==> config.mk <==
export PLATFORM = sky130hd
export DESIGN_NAME = bpu_update_sched
export DESIGN_NICKNAME = d
export VERILOG_FILES = /design/src/rtl/bpu_update_sched.sv
export SDC_FILE = /design/constraint.sdc
export NUM_CORES = 1
export LEC_CHECK = 0
export ABC_AREA = 1
export BUFFER_PORTS_ARGS = -buffer_cell sky130_fd_sc_hd__buf_4
export CORE_MARGIN = 5
export CORE_UTILIZATION = 40
export CTS_CLUSTER_DIAMETER = 120
export DETAILED_ROUTE_END_ITERATION = 6
export GPL_TIMING_DRIVEN = 1
export PLACE_DENSITY = 0.71
export SLEW_MARGIN = 5
export SYNTH_ARGS = -nofsm -noshare
export SYNTH_HDL_FRONTEND = slang
export SYNTH_SLANG_ARGS = --single-unit
export TNS_END_PERCENT = 50
==> constraint.sdc <==
create_clock -name clk -period 4.84 [get_ports clk]
set_input_delay 0.242 -clock clk [delete_from_list [all_inputs] [get_ports clk]]
set_output_delay 0.242 -clock clk [all_outputs]
set_load 0.03 [all_outputs]
==> src/rtl/bpu_update_sched.sv <==
// bpu_update_sched: buffers EX/mispredict BTB updates in a FIFO, drains one per cycle, runs flush invalidate walks.
// Optional BPU_UPD_COALESCE_EN: a request whose pc matches a queued slot rewrites that slot's target.
module bpu_update_sched #(
  parameter int ENTRIES    = 8,
  parameter int FIFO_DEPTH = 4,
  parameter int ADDR_W     = 32,
  localparam int IDX_W     = $clog2(ENTRIES)
) (
  input  logic              clk,
  input  logic              reset,
  input  logic              ex_upd_valid,
  input  logic [ADDR_W-1:0] ex_upd_pc,
  input  logic [ADDR_W-1:0] ex_upd_target,
  output logic              ex_upd_ready,
  input  logic              mis_upd_valid,
  input  logic [ADDR_W-1:0] mis_upd_pc,
  input  logic [ADDR_W-1:0] mis_upd_target,
  output logic              mis_upd_ready,
  input  logic              flush_all,
  output logic [ADDR_W-1:0] probe_pc,
  input  logic              probe_hit,
  input  logic [IDX_W-1:0]  probe_idx,
  input  logic [IDX_W-1:0]  victim_idx,
  input  logic              btb_wr_ready,
  output logic              btb_wr_en,
  output logic [IDX_W-1:0]  btb_wr_idx,
  output logic              btb_wr_valid,
  output logic [ADDR_W-1:0] btb_wr_pc,
  output logic [ADDR_W-1:0] btb_wr_target,
  output logic              busy
);
  localparam int PW = $clog2(FIFO_DEPTH);
  localparam int CW = PW + 1;
  typedef enum logic [1:0] {IDLE, RUN, FLUSH} state_t;
  state_t state;
  logic [ADDR_W-1:0] pc_q [FIFO_DEPTH];
  logic [ADDR_W-1:0] tgt_q [FIFO_DEPTH];
  logic [PW-1:0] rd_ptr, wr_ptr;
  logic [CW-1:0] cnt, cnt_nxt;
  logic [IDX_W-1:0] walk;
  logic can_acc, enq, run_wr, pop, alloc;
  logic [ADDR_W-1:0] in_pc, in_tgt;
  logic [FIFO_DEPTH-1:0] hit_slot;
  assign can_acc = !reset && state != FLUSH && !flush_all && cnt < CW'(FIFO_DEPTH);
  assign mis_upd_ready = can_acc;
  assign ex_upd_ready = can_acc && !mis_upd_valid;
  assign enq = can_acc && (mis_upd_valid || ex_upd_valid);
  assign in_pc = mis_upd_valid ? mis_upd_pc : ex_upd_pc;
  assign in_tgt = mis_upd_valid ? mis_upd_target : ex_upd_target;
  assign run_wr = !reset && !flush_all && state == RUN && cnt != '0;
  assign pop = run_wr && btb_wr_ready;
`ifdef BPU_UPD_COALESCE_EN
  // the head slot leaving this cycle cannot absorb a request
  for (genvar i = 0; i < FIFO_DEPTH; i++) begin : g_match
    assign hit_slot[i] = ({1'b0, PW'(i) - rd_ptr} < cnt) && pc_q[i] == in_pc
                         && !(pop && PW'(i) == rd_ptr);
  end
`else
  assign hit_slot = '0;
`endif
  assign alloc = enq && hit_slot == '0;
  assign cnt_nxt = cnt + CW'(alloc) - CW'(pop);
  assign btb_wr_en = run_wr || (!reset && !flush_all && state == FLUSH);
  assign btb_wr_valid = run_wr;
  assign btb_wr_idx = run_wr ? (probe_hit ? probe_idx : victim_idx) : (btb_wr_en ? walk : '0);
  assign btb_wr_pc = run_wr ? pc_q[rd_ptr] : '0;
  assign btb_wr_target = run_wr ? tgt_q[rd_ptr] : '0;
  assign probe_pc = (!reset && cnt != '0) ? pc_q[rd_ptr] : '0;
  assign busy = !reset && (cnt != '0 || state == FLUSH);
  always_ff @(posedge clk) begin
    if (reset) begin
      state <= IDLE;
      cnt <= '0;
      rd_ptr <= '0;
      wr_ptr <= '0;
      walk <= '0;
    end else if (flush_all) begin
      state <= FLUSH;
      cnt <= '0;
      rd_ptr <= '0;
      wr_ptr <= '0;
      walk <= '0;
    end else if (state == FLUSH) begin
      if (btb_wr_ready) begin
        walk <= (walk == IDX_W'(ENTRIES - 1)) ? '0 : walk + 1'b1;
        if (walk == IDX_W'(ENTRIES - 1)) state <= IDLE;
      end
    end else begin
      cnt <= cnt_nxt;
      if (alloc) wr_ptr <= wr_ptr + 1'b1;
      if (pop) rd_ptr <= rd_ptr + 1'b1;
      state <= (cnt_nxt != '0) ? RUN : IDLE;
    end
  end
  always_ff @(posedge clk) begin
    if (alloc) begin
      pc_q[wr_ptr] <= in_pc;
      tgt_q[wr_ptr] <= in_tgt;
    end
    for (int i = 0; i < FIFO_DEPTH; i++)
      if (enq && hit_slot[i]) tgt_q[i] <= in_tgt;
  end
endmodule

-- After elaboration in Yosys (flattened, before gate mapping)
Memory sizes are Yosys's and may differ from the RTL's. A register that Yosys moved wholly into a read port is not among the register bits.
Index checks and enable logic that the tools add are counted.
- register bits after elaboration: 12
- bits in latches: 0
- memory bits (writable): 256
- bits in read-only memories: 0
- bits of input ports: 141
- output and inout port bits: 104
- memories: 2
- memory list (memory ; words ; width ; read ports ; clocked after Yosys merged registers in ; wr ports ; RTL line ; RTL):
    pc_q ; 4 ; 32 ; 1 ; 1 ; 1 ; 36 ; logic [ADDR_W-1:0] pc_q [FIFO_DEPTH];
    tgt_q ; 4 ; 32 ; 1 ; 1 ; 1 ; 37 ; logic [ADDR_W-1:0] tgt_q [FIFO_DEPTH];
- $add $sub $neg: 5
- $mul: 0
- div/mod/pow operators: 0
- magnitude comparators: 1
- equal/unequal tests: 8
- shift operators: 0
- mux-type cells: 20
- bitwise operators: 1
- reductions and logical operators: 26
- operator list (cell ; count):
    two-way mux 32 bit ; 5
    two-way mux 2 bit ; 8
    logical AND 1 bit ; 12
    two-way mux 3 bit ; 4
    AND reduction 2 bit ; 5
    nonzero test 3 bit ; 2
    adder 2 x 1 -> 2 bit (second input constant) ; 2
    != test 2 bit (second input constant) ; 2
    adder 3 x 1 -> 3 bit ; 1
    adder 3 x 1 -> 3 bit (second input constant) ; 1
    equality test 3 bit (second input constant) ; 1
    logical NOT 1 bit ; 3
    logical OR 1 bit ; 3
    less-than comparator 3 bit (second input constant) ; 1
    two-way mux 1 bit ; 3
    != test 3 x 2 -> 1 bit (second input constant) ; 1
    != test 3 bit (second input constant) ; 1
    subtractor 3 x 1 -> 3 bit ; 1
    equality test 2 x 1 -> 1 bit (second input constant) ; 1
    equality test 2 bit (second input constant) ; 1
    != test 2 x 1 -> 1 bit (second input constant) ; 1
    OR reduction 2 bit ; 1
    NOT 1 bit ; 1

-- Longest topological paths before layout
- depth after elaboration: 11
- gate-level depth with buffers: 16
- depth with buffers taken out: 16

-- Worst setup path after synthesis
OpenSTA, ideal clock, no wires.
- path type: flip-flop to flip-flop
- from: register state[0]
- to: memory pc_q[0][0], enable pin
- arrival: 3514 ps
- data required time: 4354 ps
- slack: 840 ps
- stages on the path, launching flop included: 9
- path buffers: 0
- path through: dfxtp_1 inv_1 nand2_1 nand2_1 inv_2 nand2_1 nor2_2 inv_2 nor2_1
- cells in the longest elaborated chain, start to end: 7
- ends and longest elaborated chain (what ; RTL line ; RTL):
    start: declaration ; 35 ; state_t state;
    start signal: assignment ; 92 ; state <= (cnt_nxt != '0) ? RUN : IDLE;
    != test 2 bit ; 44 ; assign can_acc = !reset && state != FLUSH && !flush_all && cnt < CW'(FIFO_DEPTH);
    logical AND 1 bit (3 in a row) ; 44 ;
    logical AND 1 bit ; 47 ; assign enq = can_acc && (mis_upd_valid || ex_upd_valid);
    two-way mux 1 bit ; 96 ; if (alloc) begin
    two-way mux 1 bit (not written as such) ; 97 ; pc_q[wr_ptr] <= in_pc;
    end: declaration ; 36 ;
No other way between the ends.

==> results.txt <==
Starting Density = 40.7%
total power = 4990 uW
fillers = 2498
Die X = 181 um
gr usage total = 15.9%
achievable frequency = 312 MHz
Reg2Reg Setup Slack = 2390 ps
top post-synthesis cells by area = edfxtp_1, nor2_1, mux2_2
hold path startpoint = btb_wr_ready
post-synth cell types = 23
largest area contributor in the netlist = edfxtp_1
register bit total from synthesis = 270
Worst Setup End Kind = output port
status = finished, final reports clean
reg2reg path depth = 9
pre-CTS WS = 2130 ps
CTS root buf = clkbuf_16
ratio of cells with drive above 1 in the final layout = 30.0%
Port Buffer Count = 244
Worst VDD drop = 0.183 mV
Core ar. = 0.0288 sq mm
worst path bufs/invs = 3
Critical-path top delay cell = inv_4
DPL Wire Length = 17.1 mm
Worst-Margin Slew = 1060 ps
GPL Wtd Cong = 0.823
Largest stage delay, worst path = 830 ps
final worst-path setup slack = 1630 ps
Pwr Density = 336 mW/mm^2
crit share post-route = 66.3%
# diodes = 0
CP top delay family = buffers and inverters
Clock transition at path regs = 60 ps
Final Slew Violations = 0
Worst Path Max Fanout = 104
setup TNS = 0 ps
Worst-Skew Late Latency = 540 ps
drt pass-1 iters = 5
per-cell routed wire length = 16.5 um
maxcap violations = 0
vias in the first global route = 8049
clock skew = 14.2 ps
CTS Sinks = 270
Setup Viol. Count Final = 0
Avg Inst Size Synth = 11.5 sq um
total grt overflow = 0
Final Hold Fails = 0
largest net degree at the start of global routing = 105
Synth Cell Area = 0.0117 sq mm
row count = 62
final wirelength = 27.3 mm
Area Growth Syn to Fin = 26.6%
Min Hold Slack = 30.5 ps
die area = 0.0328 sq mm
count leader, synth = edfxtp_1
maximum root-to-sink buffer count = 3
Lkg Pwr = 0.00577 uW
arrival time worst endpoint = 2970 ps
vias post-DR = 8147
H-tree depth = 1
CP Cell Sequence = inv_4 -> buf_4 -> nand2_1 -> nand3_1 -> nand2_1 -> nor2_1 -> buf_4
startpoint types = flip-flop
layout net count = 1401
R2R Path End = pc_q[0][0]$_DFFE_PP_
asr flop ratio synth = 0%
commonest cells in the netlist = edfxtp_1, nor2_1, nand2_1, mux2_2, nand3_1
antenna violations before repair = 0
# IOs = 245
Die Y-Extent = 181 um
kind of critical path = reg2out
RSZ-0062 raised after global routing = false
Final min period = 3210 ps
Post-synth top flop = edfxtp_1
DRT iter0 DRCs = 539
hold path endpoint = state[1]$_SDFFE_PP0P_
Worst R2R Start = state[0]$_SDFFE_PN0P_
sequential-to-total area share from yosys stat = 68.1%
TritonCTS Buffers = 28
post-synth top area share = 65.7%
Post-synth EDFFs = 256
ANT nets after route = 0
max_slew headroom = 29.4%
TritonCTS clock tree = built
Vias/cell = 4.92
WP data required = 4600 ps
DR DRC count = 0
Synth Warn # = 0
first-pass GRT wire length = 42.4 mm
Syn Inst Count = 1019
hold crit path type = in2reg
Cells on Worst Hold Path = 4
syn nets = 1169
## worst register-to-register path, cell delays in order, from the launching register on
cell and delay, ps:
dfxtp_1 340, inv_1 40, nand2_1 70, nand2_1 90, inv_2 100, nand2_1 80, nor2_2 140, inv_2 130
nor2_4 810, buf_12 330
## cell families (layout without fill, tap and decap cells)
| family | after synthesis | after routing | synth area share, % |
|---|---|---|---|
| mux | 67 | 67 | 6.45 |
| flops | 270 | 270 | 68.1 |
| simple gates | 471 | 471 | 16.0 |
| fa+ha+maj | 9 | 9 | 1.03 |
| compound gates | 115 | 115 | 4.92 |
| buf+inv | 87 | 341 | 3.51 |
## registers in the layout (all words and copies together) (netlist names), named ones only
name,cells
state,2
pc_q,128
rd_ptr,2
walk,3
cnt,3
tgt_q,128
wr_ptr,2
## repair_timing
action,in CTS,in global routing
setup buffers,0,0
gates resized for setup,0,0
endpoints found under the hold margin,4,0
hold buffers,2,0
## final cells by class
type	count	area, sq um	area share (%)
flip-flops and latches	270	7970	53.8
repair buffers	259	1970	13.3
clock buffers	34	744	5.02
inverters	30	115	0.777
clock inverters	18	170	1.15
multi-input cells	662	3360	22.7
well taps	384	480	3.24
## power by group
| group | switching [uW] | internal (uW) |
|---|---|---|
| logic | 135 | 138 |
| registers | 6.87 | 2600 |
| clock network | 848 | 1250 |
| total | 990 | 3990 |
## per-layer routing
layer / vias to the layer above / share of wire [%] / GRT usage (%)
met1: 3825 / 43 / 21.0
met4: 0 / 1.6 / 3.60
met5: - / 0 / 0
met2: 303 / 48 / 27.0
li1: 3982 / - / -
met3: 37 / 7.6 / 3.64
## worst max path at each step
stage / slack [ps] / endpoint / cells after the start
after CTS: 1540 / btb_wr_pc[14] / 7
after global routing: 1340 / btb_wr_pc[14] / 7
final: 1630 / btb_wr_pc[17] / 7
after floorplan: 840 / pc_q[0][0]$_DFFE_PP_ / 8
after global placement: 2180 / probe_pc[22] / 7
after detailed placement: 2130 / btb_wr_pc[14] / 7
## cell usage in the layout (no fill, tap or decap), types with 12 or more instances in the layout
| master | n |
|---|---|
| a21oi_1 | 38 |
| buf_4 | 255 |
| clkbuf_16 | 29 |
| dfxtp_1 | 12 |
| edfxtp_1 | 256 |
| inv_1 | 25 |
| mux2_2 | 67 |
| nand2_1 | 184 |
| nand3_1 | 65 |
| nor2_1 | 211 |
| o21ai_0 | 47 |
| o21ai_1 | 30 |
## stage by stage
| stage | cells | utilization [%] | area, sq um |
|---|---|---|---|
| after floorplan | 1019 | - | 11700 |
| after global placement | 1603 | 48.2 | 13900 |
| after detailed placement | 1603 | 48.2 | 13900 |
| after CTS | 1657 | 51.5 | 14800 |
| after global routing | 1657 | 51.5 | 14800 |
| final | 1657 | 51.5 | 14800 |
Power figures use the tool's default switching activity.
